==> src/rtl/reset_seq_pkg.sv <==
// Shared types and helpers for the reset sequencer.
//   seq_state_e : sequencer FSM states
//   cnt_width   : width of the hold/stagger down-counter
package reset_seq_pkg;

    typedef enum logic [2:0] {
        SYNC,
        HOLD,
        RELEASE,
        ASSERT,
        DONE
    } seq_state_e;

    // Enough bits to hold the larger of the two programmable cycle counts.
    function automatic int unsigned cnt_width(input int unsigned hold_cycles,
                                              input int unsigned stagger_cycles);
        int unsigned max_cycles;
        max_cycles = (hold_cycles > stagger_cycles) ? hold_cycles : stagger_cycles;
        return $clog2(max_cycles + 1);
    endfunction

endpackage

==> src/rtl/reset_synchronizer.sv <==
// Reset synchroniser: asserts asynchronously, deasserts synchronously after
// SYNC_STAGES rising edges of clk with async_reset_n high.
//   clk           : destination clock
//   async_reset_n : asynchronous reset, active-low
//   rst_sync_out  : synchronised reset, active-high
module reset_synchronizer #(
    parameter int unsigned SYNC_STAGES = 2
) (
    input  logic clk,
    input  logic async_reset_n,
    output logic rst_sync_out
);

    logic [SYNC_STAGES-1:0] sync_q;
    logic [SYNC_STAGES-1:0] sync_d;

    // Shift zeros in from stage 0; the last stage is the output.
    always_comb begin
        sync_d = {sync_q[SYNC_STAGES-2:0], 1'b0};
    end

    always_ff @(posedge clk or negedge async_reset_n) begin
        if (!async_reset_n) begin
            sync_q <= '1;
        end else begin
            sync_q <= sync_d;
        end
    end

    assign rst_sync_out = sync_q[SYNC_STAGES-1];

endmodule

==> src/rtl/reset_sequencer.sv <==
// Reset sequencer: synchronises an async reset, holds for HOLD_CYCLES, then
// releases NUM_DOMAINS reset outputs in order (domain 0 first), STAGGER_CYCLES
// apart. A software request in DONE re-resets every domain without SYNC.
// Optional macro RST_SEQ_ORDERED_ASSERT_EN: software re-reset asserts domains
// in reverse order, STAGGER_CYCLES apart, acking when domain 0 asserts.
//   clk           : system clock
//   async_reset_n : asynchronous reset, active-low
//   sw_reset_req  : software re-reset request, level-sampled
//   sw_reset_ack  : one-cycle pulse when a request completes its assertion
//   domain_reset  : per-domain reset, active-high
//   reset_done    : high once every domain is released
module reset_sequencer
    import reset_seq_pkg::*;
#(
    parameter int unsigned NUM_DOMAINS    = 4,
    parameter int unsigned SYNC_STAGES    = 2,
    parameter int unsigned HOLD_CYCLES    = 10,
    parameter int unsigned STAGGER_CYCLES = 4
) (
    input  logic                   clk,
    input  logic                   async_reset_n,
    input  logic                   sw_reset_req,
    output logic                   sw_reset_ack,
    output logic [NUM_DOMAINS-1:0] domain_reset,
    output logic                   reset_done
);

    localparam int unsigned CNT_W = cnt_width(HOLD_CYCLES, STAGGER_CYCLES);
    localparam int unsigned IDX_W = $clog2(NUM_DOMAINS) + 1;

    logic                   rst_sync;
    seq_state_e             state_q,        state_d;
    logic [CNT_W-1:0]       cnt_q,          cnt_d;
    logic [IDX_W-1:0]       idx_q,          idx_d;
    logic [NUM_DOMAINS-1:0] domain_reset_q, domain_reset_d;
    logic                   reset_done_q,   reset_done_d;
    logic                   sw_reset_ack_q, sw_reset_ack_d;

    reset_synchronizer #(
        .SYNC_STAGES (SYNC_STAGES)
    ) u_sync (
        .clk           (clk),
        .async_reset_n (async_reset_n),
        .rst_sync_out  (rst_sync)
    );

    // cnt counts edges remaining until the next domain event; the event fires
    // on the edge where cnt is 1. The SYNC exit edge is the first hold cycle.
    always_comb begin
        state_d        = state_q;
        cnt_d          = cnt_q;
        idx_d          = idx_q;
        domain_reset_d = domain_reset_q;
        reset_done_d   = reset_done_q;
        sw_reset_ack_d = 1'b0;

        case (state_q)
            SYNC: begin
                if (!rst_sync) begin
                    if (HOLD_CYCLES == 1) begin
                        state_d           = RELEASE;
                        domain_reset_d[0] = 1'b0;
                        idx_d             = IDX_W'(1);
                        cnt_d             = CNT_W'(STAGGER_CYCLES);
                    end else begin
                        state_d = HOLD;
                        cnt_d   = CNT_W'(HOLD_CYCLES - 1);
                    end
                end
            end

            HOLD: begin
                if (cnt_q == CNT_W'(1)) begin
                    state_d           = RELEASE;
                    domain_reset_d[0] = 1'b0;
                    idx_d             = IDX_W'(1);
                    cnt_d             = CNT_W'(STAGGER_CYCLES);
                end else begin
                    cnt_d = cnt_q - CNT_W'(1);
                end
            end

            RELEASE: begin
                if (idx_q == IDX_W'(NUM_DOMAINS)) begin
                    state_d      = DONE;
                    reset_done_d = 1'b1;
                end else if (cnt_q == CNT_W'(1)) begin
                    for (int i = 0; i < int'(NUM_DOMAINS); i++) begin
                        if (idx_q == IDX_W'(i)) domain_reset_d[i] = 1'b0;
                    end
                    idx_d = idx_q + IDX_W'(1);
                    cnt_d = CNT_W'(STAGGER_CYCLES);
                end else begin
                    cnt_d = cnt_q - CNT_W'(1);
                end
            end

`ifdef RST_SEQ_ORDERED_ASSERT_EN
            // Reverse-order assertion; idx is the next domain to assert.
            ASSERT: begin
                if (cnt_q == CNT_W'(1)) begin
                    for (int i = 0; i < int'(NUM_DOMAINS); i++) begin
                        if (idx_q == IDX_W'(i)) domain_reset_d[i] = 1'b1;
                    end
                    if (idx_q == '0) begin
                        sw_reset_ack_d = 1'b1;
                        state_d        = HOLD;
                        cnt_d          = CNT_W'(HOLD_CYCLES);
                    end else begin
                        idx_d = idx_q - IDX_W'(1);
                        cnt_d = CNT_W'(STAGGER_CYCLES);
                    end
                end else begin
                    cnt_d = cnt_q - CNT_W'(1);
                end
            end
`endif

            DONE: begin
                if (sw_reset_req) begin
                    reset_done_d = 1'b0;
`ifdef RST_SEQ_ORDERED_ASSERT_EN
                    domain_reset_d[NUM_DOMAINS-1] = 1'b1;
                    if (NUM_DOMAINS == 1) begin
                        sw_reset_ack_d = 1'b1;
                        state_d        = HOLD;
                        cnt_d          = CNT_W'(HOLD_CYCLES);
                    end else begin
                        state_d = ASSERT;
                        idx_d   = IDX_W'(NUM_DOMAINS - 2);
                        cnt_d   = CNT_W'(STAGGER_CYCLES);
                    end
`else
                    domain_reset_d = '1;
                    sw_reset_ack_d = 1'b1;
                    state_d        = HOLD;
                    cnt_d          = CNT_W'(HOLD_CYCLES);
`endif
                end
            end

            default: begin
                state_d = SYNC;
            end
        endcase
    end

    always_ff @(posedge clk or negedge async_reset_n) begin
        if (!async_reset_n) begin
            state_q        <= SYNC;
            cnt_q          <= '0;
            idx_q          <= '0;
            domain_reset_q <= '1;
            reset_done_q   <= 1'b0;
            sw_reset_ack_q <= 1'b0;
        end else begin
            state_q        <= state_d;
            cnt_q          <= cnt_d;
            idx_q          <= idx_d;
            domain_reset_q <= domain_reset_d;
            reset_done_q   <= reset_done_d;
            sw_reset_ack_q <= sw_reset_ack_d;
        end
    end

    assign domain_reset = domain_reset_q;
    assign reset_done   = reset_done_q;
    assign sw_reset_ack = sw_reset_ack_q;

endmodule

==> config.mk <==
export PLATFORM = sky130hd
export DESIGN_NAME = reset_sequencer
export DESIGN_NICKNAME = d
export VERILOG_FILES = /design/src/rtl/reset_seq_pkg.sv /design/src/rtl/reset_synchronizer.sv /design/src/rtl/reset_sequencer.sv
export SDC_FILE = /design/constraint.sdc
export NUM_CORES = 1
export LEC_CHECK = 0
export CORE_MARGIN = 3
export CORE_UTILIZATION = 45
export CTS_CLUSTER_DIAMETER = 120
export DETAILED_ROUTE_END_ITERATION = 10
export RECOVER_POWER = 25
export SETUP_SLACK_MARGIN = 0.1
export SLEW_MARGIN = 10
export SYNTH_ARGS = -nofsm -noshare
export SYNTH_HDL_FRONTEND = slang
export SYNTH_SLANG_ARGS = --single-unit
export TNS_END_PERCENT = 10
==> constraint.sdc <==
create_clock -name clk -period 2.15 [get_ports clk]
set_input_delay 0.215 -clock clk [delete_from_list [all_inputs] [get_ports clk]]
set_output_delay 0.215 -clock clk [all_outputs]
set_load 0.01 [all_outputs]
==> results of run 1 <==
==> final cells by class <==
class / instances / area [um2]
Clock buffer: 4 / 36.28
Fill cell: 175 / 902.1
Inverter: 5 / 18.77
Multi-Input combinational cell: 70 / 481.7
Sequential cell: 18 / 457.9
Tap cell: 27 / 33.78
Timing Repair Buffer: 10 / 91.34
==> stage by stage <==
step	total power, uW	area [um2]	std cells	utilization (%)	hold slack, ps
floorplan	793.7	982.2	96	-	-80.59
global placement	861.6	1087	130	53.77	346.8
detailed placement	867.9	1087	130	53.77	347.3
CTS	1077	1124	134	55.57	244.0
global route	1161	1120	134	55.38	370.0
finish	1068	1120	134	55.38	361.3
==> logic make-up (layout without fill, tap and decap cells) <==
| logic type | after synthesis | in the layout |
|---|---|---|
| AND/OR/NAND/NOR | 34 | 34 |
| AO/OA/AOI/OAI | 26 | 26 |
| flip-flops | 18 | 18 |
| buffers and inverters | 8 | 19 |
| adder cells (fa/ha/maj) | 7 | 7 |
| multiplexers | 2 | 2 |
| other | 1 | 1 |
==> sequential cells by signal, indices dropped and copies added, names as in the netlist <==
name           cells
cnt_q              4
domain_reset       4
idx_q              3
reset_done         1
state_q            3
sw_reset_ack       1
u_sync.sync_q      2
==> worst max-delay path, cell delays in order (launching register included) <==
cell	delay [ps]
dfrtp_1	590
or3b_1	400
a21oi_2	210
or2_4	180
mux2_4	290
==> final timing paths <==
kind                                       start               end  cells after the start
max in group asynchronous          async_reset_n          cnt_q[2]                      2
min in group asynchronous          async_reset_n        state_q[1]                      2
worst max register to register        state_q[2]          cnt_q[1]                      4
worst min-delay path            u_sync.sync_q[0]  u_sync.sync_q[1]                      0
worst min register to register  u_sync.sync_q[0]  u_sync.sync_q[1]                      0
worst max-delay path                  state_q[2]          cnt_q[1]                      4
==> routing by layer <==
layer / wire, um / share of wire [%] / GRT usage [%]
met1: 967 / 54 / 25.62
met2: 724 / 41 / 19.83
met3: 75 / 4.2 / 3.419
met4: 10 / 0.56 / 5.106
met5: 0 / 0 / 0
==> power breakdown <==
group	switching [uW]	internal (uW)
Combinational	190	184
Sequential	88.6	402
Clock	101	103
==> Yosys cell counts, drive strengths merged, types with 2 or more instances <==
cell / n
nand3: 3
nand4: 2
inv: 5
a31oi: 2
ha: 7
dfrtp: 12
nor3: 3
or2: 2
a22oi: 2
o21ai: 11
dfstp: 6
nor2b: 2
nor2: 9
nand2: 7
a22o: 2
a21oi: 3
nor3b: 2
buf: 3
a21o: 3
==> cells in the final DEF, fill, tap and decap left out, drive strengths merged, types with 3 or more instances in the layout <==
| cell type | n |
|---|---|
| a21oi | 3 |
| nor2 | 9 |
| clkdlybuf4s50 | 7 |
| nor3 | 3 |
| dfrtp | 12 |
| o21ai | 11 |
| inv | 5 |
| clkbuf | 5 |
| nand3 | 3 |
| a21o | 3 |
| ha | 7 |
| dfstp | 6 |
| nand2 | 7 |
==> flow_metrics.tcl, run 1 <==
set metrics [dict create \
    synth_warnings 0 \
    grt_pass1_wl_um 3174 \
    synth-simple-area-share_pct 20.13 \
    cts.sinks 18 \
    cts_tree "built" \
    io_pins 9 \
    overflow 0 \
    fin_crit_ps 1782 \
    synth_top_area_share_pct 30.57 \
    synthMuxAreaShare_pct 2.548 \
    cp_data_required_time_ps 2330 \
    die_w_um 52.72 \
    tns_ps 0 \
    area_growth_pct 14.01 \
    h-tree-depth 1 \
    synth_top_family_by_area "simple AND/OR/NAND/NOR gates" \
    n_antenna_cell 0 \
    cts_buffer_depth 2 \
    synth_nets 106 \
    core_area_mm2 0.002022 \
    rsz0062_at_grt "no" \
    drt-total-wl_um 1778 \
    root_buffer "clkbuf_4" \
    cts-buffers-inserted 3 \
    fp.dieH_um 52.72 \
    ys_seq_area_share_pct 46.62 \
    grtUsageTotal_pct 15.77 \
    drt_first_pass_iters 4 \
    grt_antenna_before_repair 0 \
    grt_max_degree 19 \
    cts_resized 0 \
    first_iter_violations 26 \
    critPathMaxFanout 13 \
    die-area_mm2 0.002779 \
    setup_viol 0 \
    regToRegSetupSlack_ps 370 \
    drtAntennaViolNets 0 \
    finalHoldViolCount 0 \
    synth-edff-count 0 \
    grt_pass1_vias 664 \
    vias 718 \
    power.density_mw_per_mm2 954.1 \
    tightestPinTransition_ps 934.5 \
    period_share_pct 82.89 \
    leakage_uw 0.0004885 \
    routedWlPerCell_um 13.27 \
    max_cap_viol_count 0 \
    async_reset_ff_share_pct 100.0 \
    synthAdderAreaFrac_pct 8.917 \
    synth_cells 96 \
    worst_slack_ps 367.9 \
    max_freq_ghz 0.5611 \
    synth-compound-area-share_pct 17.07 \
    cts.clk_slew.worst_paths_ps 100 \
    fin_skew_ps 5.092 \
    endpoint_kind "flip-flop" \
    routed_via_density 5.358 \
    preCtsSetupSlack_ps 358.6 \
    portBuffers 8 \
    yosysUniqueCellTypes 35 \
    synth_area_leaders "dfrtp_1 (31%), dfstp_2 (16%), ha_1 (8.9%)" \
    vdd_ir_drop_max_v 0.0005678 \
    post_cts_buffers 0 \
    maxSlewViolCount 0 \
    slew_headroom_pct 37.70 \
    drcViolationCount 0 \
    hold_path.class "flip-flop to flip-flop" \
    final_nets 118 \
    rows 16 \
    path_class "flip-flop to flip-flop" \
    synth-xor-area-share_pct 0 \
    worstSetupStartpointType "flip-flop" \
    layout-drive-gt1-share_pct 16.82 \
    initial_utilization_pct 48.58 \
    ctsHoldBuffers 0 \
    insertion_delay_ps 290 \
    worstPathArrival_ps 1960 \
    gp_congestion 0.7874 \
    status "finished clean" \
    dp_hpwl_um 1307 \
    ys_ff_latch 18 \
    ys.flop_type "dfrtp_1" \
    syn_area_um2 982.2 \
    avgSynthCellArea_um2 10.23 \
    yosys.area.top_type "dfrtp_1" \
]
No activity file was read; power rests on OpenSTA's default activity.
==> run 2, diff against run 1 <==
--- a/config.mk
+++ b/config.mk
@@ -9,6 +9,7 @@
 export CORE_UTILIZATION = 45
 export CTS_CLUSTER_DIAMETER = 120
 export DETAILED_ROUTE_END_ITERATION = 10
+export PLACE_DENSITY = 0.67
 export RECOVER_POWER = 25
 export SETUP_SLACK_MARGIN = 0.1
 export SLEW_MARGIN = 10
==> constraint.sdc (replaced) <==
create_clock -name clk -period 1.5 [get_ports clk]
set_input_delay 0.15 -clock clk [delete_from_list [all_inputs] [get_ports clk]]
set_output_delay 0.15 -clock clk [all_outputs]
set_load 0.01 [all_outputs]
==> run 2 against run 1 <==
  * The flow now finishes with violations (negative setup slack)
  * Register-to-register slack worse by 480 ps
  * Sequential share of layout area shrank 5.9 points
  * Combinational power rose by 130%
  * Routed wire length up 18%
  * Non-clock buffer count rose by 22
  * Clock-buffer cell count unchanged
  * First-iteration DRC count shrank 3.8%
  * Die area unchanged
  * Flip-flop and latch count stayed put
  * Global-route usage increased by 2.4 points
  * Utilization rose by 9.3 points
  * Design area grew 17%
  * Largest power group is now combinational cells
==> flow_metrics.tcl, run 2 (synthesis results as in run 1) <==
set metrics [dict create \
    rsz0062_at_grt "yes" \
    tns_ps -177.5 \
    drt-total-wl_um 2100 \
    intPower_uw 1178 \
    design_area_mm2 0.001308 \
    worstPathArrival_ps 1800 \
    post_cts_buffers 0 \
    path_class "flip-flop to flip-flop" \
    worstSetupStartpointType "flip-flop" \
    cts_buffer_depth 2 \
    dp_hpwl_um 1564 \
    regToRegSetupSlack_ps -110 \
    finalHoldViolCount 0 \
    slew_headroom_pct 35.05 \
    die_w_um 52.72 \
    grt_max_degree 19 \
    preCtsSetupSlack_ps -149.0 \
    tightestPinTransition_ps 974.3 \
    grt_antenna_before_repair 0 \
    routed_via_density 5.167 \
    layout-drive-gt1-share_pct 34.88 \
    first_iter_violations 25 \
    violations "negative setup slack" \
    initial_utilization_pct 48.58 \
    fin_crit_ps 1609 \
    sequentialPowerShare_pct 36.6 \
    final_common_cell "buf_4" \
    drtAntennaViolNets 0 \
    fp.dieH_um 52.72 \
    portBuffers 8 \
    root_buffer "clkbuf_4" \
    vdd_ir_drop_max_v 0.0009278 \
    status "finished, violations left" \
    switching_share_pct 35.00 \
    mostFrequentLayoutCells "buf_4 (23), dfrtp_1 (12), nor2_1 (9), o21ai_0 (9)" \
    hold_path.class "flip-flop to flip-flop" \
    h-tree-depth 1 \
    cts-buffers-inserted 3 \
    overflow 0 \
    leakage_uw 0.0006296 \
    vias 806 \
    drcViolationCount 0 \
    final_nets 140 \
    max_cap_viol_count 0 \
    insertion_delay_ps 290 \
    cts.sinks 18 \
    worst_slack_ps -108.8 \
    switchingPower_uw 634.3 \
    endpoint_kind "flip-flop" \
    setup_viol 4 \
    core_area_mm2 0.002022 \
    drt_first_pass_iters 4 \
    critPathMaxFanout 4 \
    fin_skew_ps 2.404 \
    dpl_cell_area_mm2 0.001252 \
    area_growth_pct 33.12 \
    grt_pass1_vias 788 \
    power.density_mw_per_mm2 1386 \
    max_freq_ghz 0.6216 \
    routedWlPerCell_um 13.46 \
    rows 16 \
    cp_data_required_time_ps 1690 \
    cts.clk_slew.worst_paths_ps 100 \
    die-area_mm2 0.002779 \
    gp_congestion 0.7940 \
    maxSlewViolCount 0 \
    grt_pass1_wl_um 3643 \
    ctsHoldBuffers 0 \
    period_share_pct 107.3 \
    clockPowerShare_pct 16.7 \
    fillCellCount 151 \
    pwr-share-comb_pct 46.7 \
    io_pins 9 \
    n_antenna_cell 0 \
    cts_tree "built" \
    grtUsageTotal_pct 18.13 \
]
## run 2: critical path, cell delays in order (launching register included)
cell and delay [ps]:
dfstp_2 540, or4b_4 460, nand3_2 80, or2_4 130, mux2_4 290
## run 2: per-stage QoR
stage / hold WS [ps] / instances / utilization, % / total power, uW
after floorplan: -145.6 / 96 / - / 1144
after CTS: 180.7 / 156 / 63.92 / 1781
final: 373.0 / 156 / 64.67 / 1812
after global placement: 354.3 / 152 / 61.94 / 1428
after detailed placement: 356.6 / 152 / 61.94 / 1447
after global routing: 378.4 / 156 / 64.67 / 1957
## run 2: timing repair
item,in CTS,in global routing
pin swaps,0,1
endpoints found under the hold margin,0,0
endpoints found under the setup margin,15,12
cloned,0,0
gates resized for setup,7,5
## run 2: path summary, 6_finish.rpt
kind,from,to,cells past startpoint
hold / removal,u_sync.sync_q[0],u_sync.sync_q[1],0
setup / recovery,u_sync.sync_q[1],cnt_q[1],4
hold reg to reg,u_sync.sync_q[0],u_sync.sync_q[1],0
min in group asynchronous,async_reset_n,state_q[2],2
setup reg to reg,u_sync.sync_q[1],cnt_q[1],4
max in group asynchronous,async_reset_n,cnt_q[2],2
## run 2: power by group through the flow
stage | clock [uW] | combinational (uW) | sequential (uW)
after floorplan | 0 | 494 | 650
after detailed placement | 0 | 792 | 655
after global routing | 332 | 947 | 678
final | 303 | 846 | 663
after CTS | 312 | 812 | 657
after global placement | 0 | 777 | 650
## run 2: area by class of cell
| class | instances | area [um2] | area share [%] |
|---|---|---|---|
| multi-input cells | 70 | 509.2 | 38.95 |
| clock buffers | 4 | 36.28 | 2.775 |
| flip-flops and latches | 18 | 457.9 | 35.02 |
| inverters | 5 | 18.77 | 1.435 |
| well taps | 27 | 33.78 | 2.584 |
| repair buffers | 32 | 251.5 | 19.23 |
## run 2: routing by layer
metal  share of wire (%)  global-route usage (%)  routed length (um)
met1                  49                   26.83                1020
met2                  46                   26.03                 966
met3                 4.3                   3.419                  91
met4                 1.0                   6.383                  21
met5                   0                       0                   0
==> run 3, diff against run 2 <==
--- a/config.mk
+++ b/config.mk
@@ -11,6 +11,7 @@
 export DETAILED_ROUTE_END_ITERATION = 10
 export PLACE_DENSITY = 0.67
 export RECOVER_POWER = 25
+export REMOVE_ABC_BUFFERS = 1
 export SETUP_SLACK_MARGIN = 0.1
 export SLEW_MARGIN = 10
 export SYNTH_ARGS = -nofsm -noshare
==> run 3 against run 2 <==
  * The flow still finishes with violations (negative setup slack)
  * Combinational power is 3.2% higher
  * Clock power is 1% higher
  * Maximum frequency is 1.2% higher
  * Flip-flop and latch count stayed put
  * Die area stayed put
  * Sequential power hardly changed
  * Design area is 1.1% higher
==> flow_metrics.tcl, run 3 (synthesis results as in run 1) <==
set metrics [dict create \
    path_class "flip-flop to flip-flop" \
    hold_path.class "flip-flop to flip-flop" \
    preCtsSetupSlack_ps -134.9 \
    crit_slowest_cell "dfstp_2" \
    design_area_mm2 0.001323 \
    grt_pass1_vias 860 \
    gp_congestion 0.9415 \
    power.density_mw_per_mm2 1393 \
    layout.area.seq_um2 457.9 \
    endpoint_kind "flip-flop" \
    cts-buffers-inserted 3 \
    max_cap_viol_count 0 \
    cts_buffer_depth 2 \
    fin_crit_ps 1589 \
    maxSlewViolCount 0 \
    cts.sinks 18 \
    first_iter_violations 28 \
    dpl_cell_area_mm2 0.001260 \
    max_freq_ghz 0.6292 \
    overflow 0 \
    fp.dieH_um 52.72 \
    routedWlPerCell_um 12.88 \
    post_cts_buffers 0 \
    setup_viol 2 \
    finalCoreUtilization_pct 65.41 \
    rows 16 \
    layout-drive-gt1-share_pct 36.15 \
    cts.clk_slew.worst_paths_ps 110 \
    path_cells "or4b_4 -> nand3_2 -> or2_4 -> mux2_4" \
    grt_antenna_before_repair 0 \
    leakage_uw 0.0006312 \
    finalHoldViolCount 0 \
    tightestPinTransition_ps 955.9 \
    vias 810 \
    worstSetupStartpointType "flip-flop" \
    mostFrequentLayoutCells "buf_4 (24), dfrtp_1 (12), nor2_1 (9)" \
    final_nets 141 \
    portBuffers 8 \
    worst_slack_ps -89.20 \
    drtAntennaViolNets 0 \
    critPathMaxFanout 2 \
    cts_tree "built" \
    status "finished, violations left" \
    grt_max_degree 19 \
    io_pins 9 \
    h-tree-depth 1 \
    period_share_pct 105.9 \
    slew_headroom_pct 36.27 \
    violations "negative setup slack" \
    final_common_cell "buf_4" \
    vdd_ir_drop_max_v 0.0009783 \
    tns_ps -105.9 \
    multiInputGateArea_um2 514.2 \
    rsz0062_at_grt "yes" \
    area_growth_pct 34.65 \
    root_buffer "clkbuf_4" \
    core_area_mm2 0.002022 \
    n_antenna_cell 0 \
    drt_first_pass_iters 4 \
    drt-total-wl_um 2022 \
    critPathMaxStageDelay_ps 540 \
    fillCellCount 167 \
    die_w_um 52.72 \
    dp_hpwl_um 1531 \
    routed_via_density 5.159 \
    fin_skew_ps 3.037 \
    grt_pass1_wl_um 3601 \
    drcViolationCount 0 \
    initial_utilization_pct 48.58 \
    grtUsageTotal_pct 17.68 \
    cp_data_required_time_ps 1700 \
    insertion_delay_ps 300 \
    die-area_mm2 0.002779 \
    worstPathArrival_ps 1790 \
]
## run 3: final cells by class
cell class / instances / area share, %
Timing Repair Buffer: 33 / 19.77
Inverter: 5 / 1.419
Multi-Input combinational cell: 70 / 38.88
Tap cell: 27 / 2.554
Clock buffer: 4 / 2.744
Sequential cell: 18 / 34.63
## run 3: what timing repair did
action                     in CTS  in global routing
setup endpoints to repair      15                 13
gates resized for setup        14                  1
pin swaps                       2                  2
cloned                          0                  0
hold buffers                    0                  0
## run 3: worst max-delay path: cells and delay by family, from the launching register on
kind,cells,cell delay (ps)
muxes,1,280
and+or+nand+nor,3,660
DFF,1,540
## run 3: per-layer routing
layer	GRT usage [%]	vias to the layer above	part of all wire [%]
met4	7.660	0	1.4
li1	-	406	-
met1	24.42	384	50
met5	0	-	0
met2	27.07	16	44
met3	2.849	4	4.0
## run 3: metrics by stage
| stage | hold WS, ps | cells | power (uW) |
|---|---|---|---|
| after floorplan | -145.6 | 93 | 1106 |
| after global placement | 351.7 | 153 | 1456 |
| after detailed placement | 347.9 | 153 | 1477 |
| after CTS | 167.0 | 157 | 1856 |
| after global routing | 371.6 | 157 | 1994 |
| final | 362.2 | 157 | 1842 |
## run 3: worst paths after layout
kind / slack, ps / to / from / cells past startpoint
hold reg to reg: 360 / u_sync.sync_q[1] / u_sync.sync_q[0] / 0
setup / recovery: -90 / cnt_q[1] / u_sync.sync_q[1] / 4
max in group asynchronous: 420 / state_q[1] / async_reset_n / 2
hold / removal: 360 / u_sync.sync_q[1] / u_sync.sync_q[0] / 0
setup reg to reg: -90 / cnt_q[1] / u_sync.sync_q[1] / 4
min in group asynchronous: 500 / cnt_q[0] / async_reset_n / 2
## run 3: power breakdown
group / switching, uW / internal, uW / leakage (uW) / total [uW]
logic: 390 / 483 / 0.000404 / 873
clock network: 159 / 148 / 0.0000210 / 307
registers: 85.7 / 576 / 0.000207 / 662
==> RTL change, RTL diff (config.mk and constraints of run 2) <==
The parameter `HOLD_CYCLES` goes from 10 to 20.
--- a/src/rtl/reset_sequencer.sv
+++ b/src/rtl/reset_sequencer.sv
@@ -14,7 +14,7 @@
 #(
     parameter int unsigned NUM_DOMAINS    = 4,
     parameter int unsigned SYNC_STAGES    = 2,
-    parameter int unsigned HOLD_CYCLES    = 10,
+    parameter int unsigned HOLD_CYCLES    = 20,
     parameter int unsigned STAGGER_CYCLES = 4
 ) (
     input  logic                   clk,
Function: no difference found for any inputs over 10 cycles, from zero or initial values and one cycle with async_reset_n low; that may be too few to reach the edited logic, so the function may still have changed.
==> RTL change against run 2 <==
- power grew 23%
- via count up 16%
- sequential cell count up 1
- worst setup slack gained 0.12 ns
- area after synthesis up 6.9%
- final area increased by 17%
- routed wire length increased by 23%
- critical path depth up 1
==> RTL change: results (changes against run 2) <==
| Metric | Value |
|---|---|
| Vias | `932 (+16%)` |
| First-pass GRT wire length | `3790 um (+4.0%)` |
| Leak | `0.000682 uW (+8.4%)` |
| Nets@finish | `154 (+10%)` |
| Yosys cell types | `41 (+17%)` |
| Final HPWL DP | `1550 um (-0.81%)` |
| CP Launch Point | `cnt_q[0]` |
| RePlAce Congestion | `0.872 (+9.8%)` |
| Critical-path maximum fanout | `3 (-1)` |
| Syn Inst Count | `105 (+9.4%)` |
| Max-slew headroom | `0.368 (+0.0170)` |
| Status | `complete, no violations` |
| FF-to-FF path depth | `5 (+1)` |
| Worst VDD drop | `0.872 mV (-6.0%)` |
| Synthesized Nets | `115 (+8.5%)` |
| Sw frac | `0.363 (+0.0127)` |
| Top Family by Delay on Critical Path | `flip-flops` |
| Fill count | `154 (+2.0%)` |
| WL final | `2570 um (+23%)` |
| Slowest CP cell | `dfrtp_1` |
| Synth top cells by count | `dfrtp_1, nand2_1, nor2_1, ha_1, dfstp_2` |
| Vias in the first global route | `854 (+8.4%)` |
| Seq/Total Area, Yosys | `0.460 (-0.00617)` |
| Starting DRT DRC Count | `21 (-16%)` |
| Largest net degree at the start of global routing | `20 (+1)` |
| Worst Skew | `0.00297 ns (+0.000569 ns)` |
| Area contributors post-synth | `dfrtp_1, dfstp_2, ha_1` |
| Ratio of cells with drive above 1 in the final layout | `0.483 (+0.134)` |
RTL change: power groups by stage:
stage	Clock [uW]	Combinational, uW	Sequential, uW
after floorplan	0	614	757
after global routing	285	1290	805
final	247	1190	792
after global placement	0	926	780
after CTS	258	981	801
after detailed placement	0	942	784
RTL change: final cells by class:
type / instances / area share
Clock inverter: 1 / 0.00328
Multi-Input combinational cell: 76 / 0.419
Timing Repair Buffer: 39 / 0.211
Tap cell: 27 / 0.0221
Inverter: 5 / 0.0123
Sequential cell: 19 / 0.318
Clock buffer: 3 / 0.0147
RTL change: cell families (layout without fill, tap and decap cells):
logic type | count (synthesis) | count (layout) | share of synthesized area
AND/OR/NAND/NOR | 40 | 40 | 0.206
other | 1 | 1 | 0.00357
multiplexers | 1 | 1 | 0.00954
AO/OA/AOI/OAI | 26 | 26 | 0.188
XOR/XNOR | 1 | 1 | 0.00834
flip-flops | 19 | 19 | 0.460
buffers and inverters | 10 | 48 | 0.0405
adder cells (fa/ha/maj) | 7 | 7 | 0.0834
RTL change: metrics by stage:
step / hold slack [ns] / power, uW / cell area (sq um) / setup slack, ns / setup TNS (ns)
finish: 0.364 / 2230 / 1530 / 0.0133 / 0
global route: 0.370 / 2380 / 1530 / -0.0577 / -0.232
CTS: 0.166 / 2040 / 1390 / -0.0235 / -0.0268
detailed placement: 0.353 / 1730 / 1310 / -0.0861 / -0.334
global placement: 0.347 / 1710 / 1310 / -0.0341 / -0.0354
floorplan: -0.146 / 1370 / 1090 / 0.0797 / 0
RTL change: timing repair:
action                                  in CTS  in global routing
endpoints found under the setup margin      17                 14
pin swaps                                    6                 16
buffers inserted                             2                 11
gates resized for setup                     14                 19
RTL change: per-layer routing:
layer	global-route usage	share of wire
met5	0	0
met4	0.0498	0.0097
met3	0.0627	0.049
met2	0.291	0.51
met1	0.229	0.43
RTL change: final timing paths:
check / end / slack, ns
max in group asynchronous: state_q[1] / 0.36
min reg2reg: u_sync.sync_q[1] / 0.36
max reg2reg: cnt_q[2] / 0.01
max: cnt_q[2] / 0.01
min in group asynchronous: cnt_q[4] / 0.50
min: u_sync.sync_q[1] / 0.36
RTL change: worst register-to-register path, cell delays in order, from the launching register on:
cell and delay, ns:
dfrtp_1 0.42, inv_1 0.09, ha_2 0.21, or2_2 0.29, a2111oi_2 0.29, nor3_1 0.08
